**src/rtl/bitrev_ctrl_if.sv**
```systemverilog
// Request/response handshake and SPI pins of the bit-reversing SPI controller.
// A transfer on either channel completes on the rising clock edge where valid and ready are both high.
interface bitrev_ctrl_if #(
    parameter int DIV_W = 8
);
    logic             req_valid;
    logic             req_ready;
    logic [7:0]       req_data;
    logic [DIV_W-1:0] div;
    logic             rsp_valid;
    logic             rsp_ready;
    logic [7:0]       rsp_data;
    logic             sck;
    logic             ss;
    logic             mosi;
    logic             miso;

    modport master (
        output req_valid, req_data, div, rsp_ready, miso,
        input  req_ready, rsp_valid, rsp_data, sck, ss, mosi
    );

    modport slave (
        input  req_valid, req_data, div, rsp_ready, miso,
        output req_ready, rsp_valid, rsp_data, sck, ss, mosi
    );
endinterface

```
**src/rtl/bitrev_ctrl.sv**
```systemverilog
// SPI master that sends a byte LSB first, then clocks it back out of the slave so the
// returned byte is the bit-reverse of the request; every pin and handshake output is a flop.
module bitrev_ctrl #(
    parameter int DIV_W = 8
) (
    input  logic         clock,
    input  logic         reset,
    bitrev_ctrl_if.slave bus,
    output logic [2:0]   dbg_state_o
);

    typedef enum logic [2:0] {
        S_IDLE  = 3'd0,
        S_FLUSH = 3'd1,
        S_SETUP = 3'd2,
        S_XFER  = 3'd3,
        S_HOLD  = 3'd4,
        S_DONE  = 3'd5
    } state_t;

    state_t           state_q, state_d;
    logic [DIV_W-1:0] cnt_q, cnt_d;
    logic [DIV_W-1:0] div_q, div_d;
    logic [4:0]       edge_q, edge_d;
    logic [7:0]       data_q, data_d;
    logic [7:0]       rsp_data_q, rsp_data_d;
    logic             sck_q, sck_d;
    logic             ss_q, ss_d;
    logic             mosi_q, mosi_d;
    logic             req_ready_q, req_ready_d;
    logic             rsp_valid_q, rsp_valid_d;
    logic             tick;
    logic             accept;

    // tick marks the last clock of the current sck half-period
    assign tick   = (cnt_q == div_q);
    assign accept = bus.req_valid && req_ready_q;

    always_ff @(posedge clock or posedge reset) begin
        if (reset) begin
            state_q     <= S_IDLE;
            cnt_q       <= '0;
            div_q       <= '0;
            edge_q      <= 5'd0;
            data_q      <= 8'h00;
            rsp_data_q  <= 8'h00;
            sck_q       <= 1'b0;
            ss_q        <= 1'b1;
            mosi_q      <= 1'b1;
            req_ready_q <= 1'b0;
            rsp_valid_q <= 1'b0;
        end else begin
            state_q     <= state_d;
            cnt_q       <= cnt_d;
            div_q       <= div_d;
            edge_q      <= edge_d;
            data_q      <= data_d;
            rsp_data_q  <= rsp_data_d;
            sck_q       <= sck_d;
            ss_q        <= ss_d;
            mosi_q      <= mosi_d;
            req_ready_q <= req_ready_d;
            rsp_valid_q <= rsp_valid_d;
        end
    end

    always_comb begin
        state_d = state_q;
        case (state_q)
            S_IDLE:  if (accept) state_d = S_FLUSH;
            S_FLUSH: if (tick && !sck_q) state_d = S_SETUP;
            S_SETUP: if (tick) state_d = S_XFER;
            S_XFER:  if (tick && !sck_q && edge_q == 5'd16) state_d = S_HOLD;
            S_HOLD:  if (tick) state_d = S_DONE;
            S_DONE:  if (bus.rsp_ready) state_d = S_IDLE;
            default: state_d = S_IDLE;
        endcase
    end

    always_comb begin
        cnt_d       = tick ? '0 : cnt_q + 1'b1;
        div_d       = div_q;
        edge_d      = edge_q;
        data_d      = data_q;
        rsp_data_d  = rsp_data_q;
        sck_d       = sck_q;
        ss_d        = ss_q;
        mosi_d      = mosi_q;
        req_ready_d = 1'b0;
        rsp_valid_d = rsp_valid_q;
        case (state_q)
            S_IDLE: begin
                cnt_d       = '0;
                req_ready_d = !accept;
                if (accept) begin
                    data_d = bus.req_data;
                    div_d  = bus.div;
                    sck_d  = 1'b1;
                    edge_d = 5'd0;
                end
            end
            S_FLUSH: begin
                if (tick) begin
                    sck_d = 1'b0;
                    if (!sck_q) begin
                        ss_d   = 1'b0;
                        mosi_d = data_q[0];
                    end
                end
            end
            S_SETUP: begin
                if (tick) begin
                    sck_d  = 1'b1;
                    edge_d = 5'd1;
                end
            end
            S_XFER: begin
                if (tick) begin
                    if (sck_q) begin
                        // falling edge: capture the slave's bit, present the next mosi bit
                        sck_d = 1'b0;
                        if (edge_q >= 5'd8 && edge_q <= 5'd15)
                            rsp_data_d[edge_q[2:0]] = bus.miso;
                        mosi_d = (edge_q < 5'd8) ? data_q[edge_q[2:0]] : 1'b1;
                    end else if (edge_q != 5'd16) begin
                        sck_d  = 1'b1;
                        edge_d = edge_q + 5'd1;
                    end
                end
            end
            S_HOLD: begin
                if (tick) begin
                    ss_d        = 1'b1;
                    rsp_valid_d = 1'b1;
                end
            end
            S_DONE: begin
                cnt_d = '0;
                if (bus.rsp_ready) begin
                    rsp_valid_d = 1'b0;
                    req_ready_d = 1'b1;
                end
            end
            default: ;
        endcase
    end

    assign bus.req_ready = req_ready_q;
    assign bus.rsp_valid = rsp_valid_q;
    assign bus.rsp_data  = rsp_data_q;
    assign bus.sck       = sck_q;
    assign bus.ss        = ss_q;
    assign bus.mosi      = mosi_q;
    assign dbg_state_o   = state_q;

endmodule

```
**src/flat_wrapper.sv**
```systemverilog
// flat-port wrapper written by rule: the top's interface ports become plain ports
module bitrev_ctrl_flat 
#(
    parameter int DIV_W = 8
)
  (clock, reset, dbg_state_o, bus_req_valid, bus_req_data, bus_div, bus_rsp_ready, bus_miso, bus_req_ready, bus_rsp_valid, bus_rsp_data, bus_sck, bus_ss, bus_mosi);
  bitrev_ctrl_if #(.DIV_W(DIV_W)) bus_i ();
  input  logic clock;
  input  logic reset;
  output logic [2:0] dbg_state_o;
  input wire logic [$bits(bus_i.req_valid)-1:0] bus_req_valid;
  input wire logic [$bits(bus_i.req_data)-1:0] bus_req_data;
  input wire logic [$bits(bus_i.div)-1:0] bus_div;
  input wire logic [$bits(bus_i.rsp_ready)-1:0] bus_rsp_ready;
  input wire logic [$bits(bus_i.miso)-1:0] bus_miso;
  output wire logic [$bits(bus_i.req_ready)-1:0] bus_req_ready;
  output wire logic [$bits(bus_i.rsp_valid)-1:0] bus_rsp_valid;
  output wire logic [$bits(bus_i.rsp_data)-1:0] bus_rsp_data;
  output wire logic [$bits(bus_i.sck)-1:0] bus_sck;
  output wire logic [$bits(bus_i.ss)-1:0] bus_ss;
  output wire logic [$bits(bus_i.mosi)-1:0] bus_mosi;
  assign bus_i.req_valid = bus_req_valid;
  assign bus_i.req_data = bus_req_data;
  assign bus_i.div = bus_div;
  assign bus_i.rsp_ready = bus_rsp_ready;
  assign bus_i.miso = bus_miso;
  assign bus_req_ready = bus_i.req_ready;
  assign bus_rsp_valid = bus_i.rsp_valid;
  assign bus_rsp_data = bus_i.rsp_data;
  assign bus_sck = bus_i.sck;
  assign bus_ss = bus_i.ss;
  assign bus_mosi = bus_i.mosi;
  bitrev_ctrl #(.DIV_W(DIV_W)) u_core (.clock(clock), .reset(reset), .bus(bus_i), .dbg_state_o(dbg_state_o));
endmodule
```
**config.mk**
```make
export PLATFORM = sky130hd
export DESIGN_NAME = bitrev_ctrl_flat
export DESIGN_NICKNAME = d
export VERILOG_FILES = /design/src/rtl/bitrev_ctrl_if.sv /design/src/rtl/bitrev_ctrl.sv /design/src/flat_wrapper.sv
export SDC_FILE = /design/constraint.sdc
export NUM_CORES = 1
export LEC_CHECK = 0
export CORE_UTILIZATION = 50
export DETAILED_ROUTE_END_ITERATION = 6
export PLACE_DENSITY = 0.75
export SYNTH_ARGS = -nofsm -noshare
export SYNTH_HDL_FRONTEND = slang
export SYNTH_SLANG_ARGS = --single-unit
```
**constraint.sdc**
```tcl
create_clock -name clock -period 2.6 [get_ports clock]
set_input_delay 0.39 -clock clock [delete_from_list [all_inputs] [get_ports clock]]
set_output_delay 0.39 -clock clock [all_outputs]
set_load 0.01 [all_outputs]
```
# Word level (Yosys, flattened, before mapping)
# Cells that the tools add are included.
dict set report op_classes {
  n_lt_le_gt_ge 5
  n_mux 40
  n_reduce_logical 22
  eq_ne 20
  add_sub_neg 2
}
# op count
set ops {}
lappend ops {{two-way mux 5 bit} 5}
lappend ops {{two-way mux 3 bit} 6}
lappend ops {{!= test 2 x 1 -> 1 bit, second input constant} 9}
lappend ops {{case mux 3 bit (6 select lines)} 1}
lappend ops {{two-way mux 1 bit} 17}
lappend ops {{two-way mux 8 bit} 2}
lappend ops {{case mux 5 bit (3 select lines)} 1}
lappend ops {{AND reduction 6 bit} 2}
lappend ops {{AND reduction 5 bit} 2}
lappend ops {{adder 8 x 1 -> 8 bit, second input constant} 1}
lappend ops {{bitwise mux 8 bit} 1}
lappend ops {{== test 8 bit} 1}
lappend ops {{case mux 1 bit (2 select lines)} 4}
lappend ops {{AND reduction 4 bit} 2}
lappend ops {{== test 3 x 2 -> 1 bit, second input constant} 2}
lappend ops {{== test 3 bit, second input constant} 2}
lappend ops {{!= test 2 bit, second input constant} 3}
lappend ops {{nonzero test 2 bit} 3}
lappend ops {{adder 5 x 1 -> 5 bit, second input constant} 1}
lappend ops {{== test 5 bit, second input constant} 1}
lappend ops {{>= comparator 5 x 4 -> 1 bit, second input constant} 1}
lappend ops {{less-or-equal comparator 5 x 4 -> 1 bit, second input constant} 1}
lappend ops {{logical AND 1 bit} 5}
lappend ops {{< comparator 5 x 4 -> 1 bit, second input constant} 1}
lappend ops {{other kinds (14)} 15}
dict set report word_totals {
  elab_cells 100
  reg_bits 45
  out_inout_bits 16
}

# Depth between registers and ports, before layout
# Gate-level depths: netlist (run 1).
dict set report depth {
  word_depth 6
  depth_mapped 9
}

# Worst setup path before layout (run 1)
# Ideal clock, no wire load.
dict set report synth_timing {
  path_kind {register to register}
  from {register u_core.edge_q[2]}
  to {register u_core.rsp_data_q[3], in the netlist u_core.bus.rsp_data[3]}
  arrival_ns 2.131
  path_stages_with_launch 10
  t_required_ns 2.475
  path_buffers 2
  slack_ns 0.344
  period_less_slack_ns 2.256
  path_cell_list {dfrtp_1 clkbuf_1 clkbuf_1 and3_1 ha_1 o21ai_0 nor3_2 nand2_2 or3_1 mux2_4}
}
dict set report synth_via {
  elab_chain_cells 5
  word_cells_on_any_way 10
}
# item line
set synth_lines {}
lappend synth_lines {{start: declaration} bitrev_ctrl.sv:24} ;# logic [4:0] edge_q, edge_d;
lappend synth_lines {{start signal: assignment} bitrev_ctrl.sv:56} ;# edge_q <= edge_d;
lappend synth_lines {{< comparator 3 x 4 -> 1 bit (not written as such) / >= comparator 3 x 1 -> 1 bit (equally long branches)} bitrev_ctrl.sv:123} ;# rsp_data_d[edge_q[2:0]] = bus.miso;
lappend synth_lines {{logical AND 1 bit (not written as such)} bitrev_ctrl.sv:123}
lappend synth_lines {{two-way mux 1 bit (not written as such)} bitrev_ctrl.sv:123}
lappend synth_lines {{demux 1 bit (select 3 bit)} --}
lappend synth_lines {{bitwise mux 8 bit} bitrev_ctrl.sv:123}
lappend synth_lines {{end signal: assignment} bitrev_ctrl.sv:58} ;# rsp_data_q <= rsp_data_d;
lappend synth_lines {{end: declaration} bitrev_ctrl.sv:26} ;# logic [7:0] rsp_data_q, rsp_data_d;
# Parallel ways exist; a longest one is shown, timed or not.
# A chain may end at the register's enable or synchronous reset.

# Worst setup path in the final report (run 1)
dict set report layout_timing {
  from {register u_core.edge_q[0]}
  to {register u_core.rsp_data_q[3], in the netlist u_core.bus.rsp_data[3]}
}
# The elaborated chain is that of the path after synthesis.

==> results of run 1 <==
## cell usage after synthesis (all sizes together)
library cell	n
dfrtp	43
mux2	26
nor2	22
nand2	14
o21ai	14
nand3	12
xor2	12
a21oi	8
clkbuf	8
nor3	8
inv	6
buf	5
and3	4
ha	4
xnor2	4
a221oi	3
nand3b	3
nand4	3
nor2b	3
o31ai	3
a211oi	2
dfstp	2
nor3b	2
a21o	1
a221o	1
a311o	1
a31o	1
a31oi	1
a32o	1
and4	1
maj3	1
mux2i	1
nand2b	1
nor4	1
o2111ai	1
o21ba	1
o22a	1
o41ai	1
or3	1
## cells in the final DEF, fill, tap and decap left out, types with 3 or more instances in the layout
cell type	Yosys	layout
o21ai_0	13	13
inv_1	6	5
nor2_1	22	22
nand4_1	3	3
nand3_1	12	12
nand2_1	13	13
a21oi_1	8	8
nand3b_1	3	3
a221oi_1	3	3
clkbuf_8	0	5
nor3_1	7	7
ha_1	4	4
xor2_1	12	12
xnor2_1	4	4
clkdlybuf4s50_1	0	36
buf_4	1	9
o31ai_1	3	3
mux2_2	25	25
dfrtp_1	43	43
and3_1	4	4
## path summary, 6_finish.rpt
| check | endpoint | slack (ns) |
|---|---|---|
| min reg2reg | u_core.bus.rsp_data[0] | 0.51 |
| min | u_core.div_q[0] | 0.36 |
| max in group asynchronous | u_core.bus.ss | 1.65 |
| max reg2reg | u_core.bus.rsp_data[3] | 0.41 |
| max | u_core.bus.rsp_data[3] | 0.41 |
| min in group clock | u_core.bus.rsp_data[0] | 0.51 |
## stage by stage
stage / setup WS (ns) / hold WS, ns / utilization
2_1_floorplan: 0.344 / 0.473 / -
3_3_place_gp: 0.491 / 0.485 / 0.632
3_5_place_dp: 0.410 / 0.493 / 0.632
4_1_cts: 0.402 / 0.356 / 0.652
5_1_grt: 0.258 / 0.388 / 0.652
6_report: 0.409 / 0.355 / 0.652
## cell families after synthesis
group | share of synthesized area
xor+xnor | 0.0591
mux | 0.129
fa+ha+maj | 0.0253
buf+inv | 0.0327
flops | 0.476
simple gates | 0.164
compound gates | 0.113
## area by class of cell
cell class	instances	area [um2]	share of cell area
Timing Repair Buffer	45	428	0.148
Clock buffer	6	72.6	0.0251
Clock inverter	2	15.0	0.00518
Multi-Input combinational cell	163	1160	0.402
Sequential cell	45	1130	0.390
Inverter	6	22.5	0.00778
Tap cell	52	65.1	0.0225
## sequential cells by signal (all words and copies together) (netlist names)
signal	cells
u_core.data_q	8
u_core.bus.mosi	1
u_core.bus.ss	1
u_core.cnt_q	8
u_core.edge_q	5
u_core.bus.rsp_valid	1
u_core.bus.rsp_data	8
u_core.div_q	8
u_core.dbg_state_o	3
u_core.bus.req_ready	1
u_core.bus.sck	1
## layer usage
metal,up-vias,track usage,share of wire
met4,0,0.0778,0.017
met5,-,0,0
met2,35,0.295,0.46
li1,884,-,-
met3,8,0.0470,0.034
met1,848,0.276,0.49
## report_power, final
part / leakage [nW] / switching [W] / internal [W]
clock network: 0.0374 / 0.000241 / 0.000189
logic: 0.604 / 0.000407 / 0.000428
registers: 0.565 / 0.000132 / 0.000881
==> flow_summary.yaml, run 1 <==
status:
  status: "complete, no violations"
finish:
  drive_gt1_frac: 0.195
  syn2layout_area_growth_pct: 22.2
  fill_cells: 373
  fin_cells: 319
  antenna_cells: 0
  num-nets-final: 291
  design_area_um2: 2900
setup_path:
  worstPathMaxFanout: 9
  end_kind: "register"
  critPathLaunchType: "register"
  worst-path-stages: 8
  worst-r2r-cell-count: 8
  crit_buf_inv: 0
  max_stage_delay_ns: 0.50
  cp_top_family: "simple AND/OR/NAND/NOR gates"
  critPathRequiredTime_ns: 2.79
  critical_path_arrival_ns: 2.38
  crit_slowest_cell: "dfrtp_1"
  critPathKind: "reg2reg"
  cpMostUsedCell: "ha_1"
  crit_chain: "ha_1, and3_1, ha_1, o21ai_0, nor3_2, nand2_2, or3_1, mux2_4"
  critPathLaunch: "u_core.edge_q[0]"
  rr_startpoint: "u_core.edge_q[0]"
placed_design:
  port_buffers: 36
  place_area_um2: 2810
  place.gp.congestion: 0.903
  dp_cells: 311
  dpl.hpwl_mm: 3.31
grt:
  antenna_found_initial: 0
  overflow: 0
  grt_max_degree: 21
  grt_pass1_vias: 1691
  grt_pass1_wl_mm: 7.70
  grt_usage: 0.196
power_and_ir_drop:
  p_leak_nw: 1.21
  total_power_w: 0.00228
  power-per-cell-area_nw_per_um2: 787
  peakVddDrop_v: 0.000490
die:
  die_w_um: 70.9
  coreArea_um2: 4440
  die_h_um: 70.9
  initial_core_util: 0.534
  ios: 37
  rows: 24
  dieArea_um2: 5020
sta:
  finalSetupViolCount: 0
  grt_setup_unrepaired: "false"
  maxSlewHeadroom: 0.627
  skew_ns: 0.00764
  max_freq_ghz: 0.456
  hold_violations: 0
  fin_setup_tns_ns: 0
  worstMarginPinSlew_ns: 0.555
  finalCritPeriodShare: 0.843
  fin_crit_ns: 2.19
  slew_violations: 0
synth:
  synth_top_area_frac: 0.454
  syn-num-nets: 252
  ys_seq_elements: 45
  yosysSeqAreaShare: 0.476
  ys_warn_count: 0
  yosysUniqueCellTypes: 47
  synthTopCellsByArea: "dfrtp_1 (45%), mux2_2 (12%), xor2_1 (4.4%)"
  synth_area_per_cell_um2: 10.4
  synth_area_um2: 2370
  synth.largest_area_cell: "dfrtp_1"
  syn_inst: 227
drt:
  drc_errors: 0
  ant_nets: 0
  vias: 1775
  routed_wl_mm: 4.44
  viasPerCell: 5.56
  initialDrtViolationCount: 217
  routedWlPerCell_um: 13.9
  dr.pass1.iters: 6
clocking:
  cts_max_path_buffers: 2
  clkSlewWorstSetupHoldPaths_ns: 0.09
  clock_latency_ns: 0.30
  cts_setup_buffers: 0
  cts_resized: 0
  postCtsHoldBufs: 0
  cts_tree: "built"
  cts_sinks: 45
  htreeDepth: 2
  clockRootBuffer: "clkbuf_8"
  numCtsBuffers: 5
min_path:
  worstHoldPathType: "in2async"
run:
  cap_violations: 0
(Power assumes the default switching activity.)
==> inputs of run 2 (changes only) <==
- clock period: 2.6 -> 2.2 ns (I/O delays scaled with it)
==> run 2 against run 1 <==
Register-to-register slack got worse by 0.30 ns. Sequential power rose by 18%. Die area stayed put. Worst hold slack better by 0.11 ns. Largest cell class unchanged. Largest power group unchanged. Highest routed layer unchanged.
==> flow_summary.yaml, run 2 (synthesis gave the netlist of run 1 again) <==
setup_path:
  worst-r2r-cell-count: 6
  r2r_end: "u_core.bus.rsp_data[4]"
  rrSetupSlack_ns: 0.11
  critPathLaunch: "u_core.cnt_q[2]"
  critical_path_arrival_ns: 2.28
  critPathKind: "reg2reg"
  endpoint: "u_core.bus.rsp_data[4]"
  critPathRequiredTime_ns: 2.39
  rr_startpoint: "u_core.cnt_q[2]"
  worstPathMaxFanout: 5
  critPathLaunchType: "register"
  end_kind: "register"
grt:
  top_usage_layer: "met2"
  gr-usage-met3: 0.0427
  grt_pass1_wl_mm: 8.36
  met1_usage: 0.289
  antenna_found_initial: 0
  grt_pass1_vias: 1764
  grt_usage: 0.216
  grt_max_degree: 46
  overflow: 0
  use_met2: 0.357
drt:
  viasPerCell: 5.60
  initialDrtViolationCount: 164
  dr.pass1.iters: 6
  routed_wl_mm: 4.80
  routedWlPerCell_um: 14.9
  drc_errors: 0
  vias: 1809
  ant_nets: 0
min_path:
  worstHoldPathType: "in2async"
finish:
  drive_gt1_frac: 0.218
  design_area_um2: 2960
  final_cell_mix: "dfrtp_1 (42), clkdlybuf4s50_1 (36), mux2_2 (25)"
  final_common_cell: "dfrtp_1"
  fill_cells: 380
  num-nets-final: 295
  seq_area_um2: 1130
  multi_input_area_um2: 1170
  syn2layout_area_growth_pct: 25.0
  antenna_cells: 0
  fin_cells: 323
sta:
  grt_setup_unrepaired: "true"
  finalCritPeriodShare: 0.951
  fin_crit_ns: 2.09
  worstMarginPinSlew_ns: 0.579
  skew_ns: 0.00853
  fin_setup_tns_ns: 0
  maxSlewHeadroom: 0.612
  fin_ws_ns: 0.107
  finalSetupViolCount: 0
  max_freq_ghz: 0.478
  slew_violations: 0
  hold_violations: 0
status:
  status: "complete, no violations"
placed_design:
  preCtsSetupSlack_ns: 0.0697
  port_buffers: 36
  dp_cells: 315
  place_area_um2: 2840
  place.gp.congestion: 0.819
  dpl.hpwl_mm: 3.42
die:
  initial_core_util: 0.534
  die_w_um: 70.9
  ios: 37
  die_h_um: 70.9
  coreArea_um2: 4440
  dieArea_um2: 5020
  rows: 24
run:
  cap_violations: 0
clocking:
  numCtsBuffers: 5
  clockRootBuffer: "clkbuf_8"
  cts_setup_buffers: 0
  cts_sinks: 45
  cts_tree: "built"
  clock_latency_ns: 0.30
  postCtsHoldBufs: 0
  cts_resized: 0
  clkSlewWorstSetupHoldPaths_ns: 0.09
  htreeDepth: 2
  cts_max_path_buffers: 2
power_and_ir_drop:
  power-per-cell-area_nw_per_um2: 964
  peakVddDrop_v: 0.000693
  p_leak_nw: 1.25
## run 2: layer usage
layer | vias up | routed length (um)
li1 | 899 | -
met1 | 875 | 2240
met2 | 33 | 2380
met3 | 2 | 150
met4 | 0 | 24
met5 | - | 0
## run 2: where the power goes
part	switching (W)	internal [W]
Sequential	0.000149	0.00104
Combinational	0.000501	0.000513
Clock	0.000282	0.000371
Total	0.000932	0.00193
## run 2: how the worst min path moves through the flow
stage	start	end	cells after the start
2_1_floorplan	u_core.data_q[0]	u_core.data_q[0]	1
3_5_place_dp	u_core.bus.rsp_data[7]	u_core.bus.rsp_data[7]	1
5_1_grt	reset	u_core.dbg_state_o[1]	3
6_report	reset	u_core.dbg_state_o[1]	3
4_1_cts	reset	u_core.dbg_state_o[1]	3
3_3_place_gp	u_core.data_q[0]	u_core.data_q[0]	1
## run 2: cell type report
type	count	share of cell area
Clock inverter	1	0.0101
Inverter	6	0.00760
Tap cell	52	0.0220
Timing Repair Buffer	49	0.154
Multi-Input combinational cell	163	0.396
Clock buffer	7	0.0291
Sequential cell	45	0.381
## run 2: worst max-delay path, cell delays in order, from the launching register on
cell,delay [ns]
dfrtp_2,0.45
xor2_1,0.16
nor4_2,0.33
and4_4,0.31
o2111ai_2,0.19
nor3b_2,0.20
mux2_2,0.35
## run 2: through the flow
step	utilization	hold slack, ns	power, W
after global routing	0.667	0.526	0.00304
after CTS	0.665	0.478	0.00288
after detailed placement	0.639	0.493	0.00222
after floorplan	-	0.473	0.00190
final	0.667	0.466	0.00286
after global placement	0.639	0.483	0.00218
==> inputs of run 3 (changes only) <==
- CELL_PAD_IN_SITES_DETAIL_PLACEMENT: default -> 0
- CELL_PAD_IN_SITES_GLOBAL_PLACEMENT: default -> 2
- CORE_UTILIZATION: 50 -> 34
- PLACE_DENSITY: 0.75 -> default
- PLACE_DENSITY_LB_ADDON: default -> 0.1
==> run 3 against run 2 <==
Combinational power rose by 5%. Critical endpoint unchanged. Sequential power barely moved. Flip-flop and latch count did not move. Largest power group unchanged. Global-route usage fell by 5.3 points. Cell count rose by 9.3%. First-iteration DRC count fell by 46%. Highest routed layer unchanged.
==> flow_summary.yaml, run 3 (synthesis gave the netlist of run 1 again) <==
finish:
  fill_cells: 673
  multi_input_area_um2: 1170
  final_common_cell: "dfrtp_1"
  final_cell_mix: "dfrtp_1 (43), clkdlybuf4s50_1 (36), mux2_2 (25)"
  utilization: 0.444
  seq_area_um2: 1130
  syn2layout_area_growth_pct: 26.4
  drive_gt1_frac: 0.216
  num-nets-final: 297
  fin_cells: 353
  antenna_cells: 0
setup_path:
  max_stage_delay_ns: 0.42
  critPathLaunchType: "register"
  critical_path_arrival_ns: 2.26
  critPathRequiredTime_ns: 2.39
  critPathKind: "reg2reg"
  crit_slowest_cell: "dfrtp_1"
  end_kind: "register"
  worstPathMaxFanout: 5
  crit_chain: "xor2_1, nor4_2, and4_4, o2111ai_2, nor3b_2, mux2_2"
sta:
  maxSlewHeadroom: 0.576
  slew_violations: 0
  skew_ns: 0.00397
  hold_violations: 0
  worstMarginPinSlew_ns: 0.632
  fin_crit_ns: 2.07
  max_freq_ghz: 0.483
  grt_setup_unrepaired: "false"
  fin_setup_tns_ns: 0
  finalSetupViolCount: 0
  finalCritPeriodShare: 0.940
grt:
  grt_pass1_wl_mm: 9.32
  grt_max_degree: 46
  overflow: 0
  grt_pass1_vias: 1873
  antenna_found_initial: 0
  grt_usage: 0.163
min_path:
  worstHoldPathType: "in2async"
clocking:
  htreeDepth: 2
  postCtsHoldBufs: 0
  clockRootBuffer: "clkbuf_8"
  numCtsBuffers: 5
  cts_tree: "built"
  cts_max_path_buffers: 2
  cts_sinks: 45
  cts_setup_buffers: 0
  clkSlewWorstSetupHoldPaths_ns: 0.09
  clock_latency_ns: 0.30
drt:
  drc_errors: 0
  routed_wl_mm: 5.43
  initialDrtViolationCount: 89
  viasPerCell: 5.05
  dr.pass1.iters: 4
  routedWlPerCell_um: 15.4
  ant_nets: 0
  vias: 1784
die:
  rows: 30
  coreArea_um2: 6760
  die_h_um: 85.5
  dieArea_um2: 7310
  initial_core_util: 0.351
  ios: 37
  die_w_um: 85.5
power_and_ir_drop:
  power-per-cell-area_nw_per_um2: 929
  seq_power_share: 0.421
  swShare: 0.344
  pwr-share-comb: 0.379
  power.switching_w: 0.000957
  clkPwrFrac: 0.200
  p_leak_nw: 1.25
  total_power_w: 0.00279
  peakVddDrop_v: 0.000550
  p_int_w: 0.00183
placed_design:
  dpl.hpwl_mm: 3.71
  dp_cells: 345
  place.gp.congestion: 0.709
  port_buffers: 36
status:
  status: "complete, no violations"
run:
  cap_violations: 0
[run 3: changes by cell type in the layout (fill, tap and decap cells not counted)]
cell	change
nor3_2	-1
nor3_1	+1
buf_12	+1
buf_4	+1
clkinvlp_4	+1
dfrtp_1	+1
bufinv_16	-1
dfrtp_2	-1
[run 3: layout make-up]
cell class | count | share of cell area
tap | 80 | 0.0334
inverter | 6 | 0.00751
clock inverter | 1 | 0.00250
sequential | 45 | 0.376
multi-input combinational | 163 | 0.389
clock buffer | 7 | 0.0288
timing repair buffer | 51 | 0.162
[run 3: critical path, delay by kind of cell, from the launching register on]
family,cells,cell delay [ns]
AO/OA/AOI/OAI,1,0.19
XOR/XNOR,1,0.16
flip-flops,1,0.42
multiplexers,1,0.35
AND/OR/NAND/NOR,3,0.84
[run 3: path summary, 6_finish.rpt]
path / startpoint / depth (start not counted) / end / slack (ns)
worst max-delay path: u_core.cnt_q[4] / 6 / u_core.bus.rsp_data[4] / 0.13
worst min-delay path: reset / 3 / u_core.bus.rsp_data[5] / 0.37
worst max register to register: u_core.cnt_q[4] / 6 / u_core.bus.rsp_data[4] / 0.13
worst min register to register: u_core.data_q[0] / 1 / u_core.data_q[0] / 0.51
max in group asynchronous: reset / 3 / u_core.bus.ss / 1.53
min in group clock: u_core.data_q[0] / 1 / u_core.data_q[0] / 0.51
[run 3: metrics by stage]
step | instance area [um2] | worst slack [ns] | hold slack [ns]
after floorplan | 2370 | 0.0247 | 0.473
after global placement | 2900 | 0.106 | 0.485
after detailed placement | 2900 | 0.0405 | 0.491
after CTS | 3000 | 0.0156 | 0.390
after global routing | 3000 | 0.000201 | 0.403
final | 3000 | 0.132 | 0.371
[run 3: what timing repair did]
item                                    CTS  global route
gates resized for setup                   0             2
endpoints found under the hold margin     0             0
endpoints found under the setup margin    0             6
[run 3: power by group through the flow]
stage | combinational [W] | sequential [W] | clock, W
6_report | 0.00106 | 0.00117 | 0.000556
5_1_grt | 0.00121 | 0.00120 | 0.000612
4_1_cts | 0.00107 | 0.00118 | 0.000578
3_5_place_dp | 0.00107 | 0.00119 | 0
3_3_place_gp | 0.00106 | 0.00119 | 0
2_1_floorplan | 0.000717 | 0.00118 | 0
[run 3: layer usage]
layer  share of wire  up-vias  track usage
met2            0.44       23        0.251
met4          0.0042        0       0.0409
met5               0        -            0
li1                -      894            -
met1            0.54      865        0.237
met3           0.021        2       0.0327
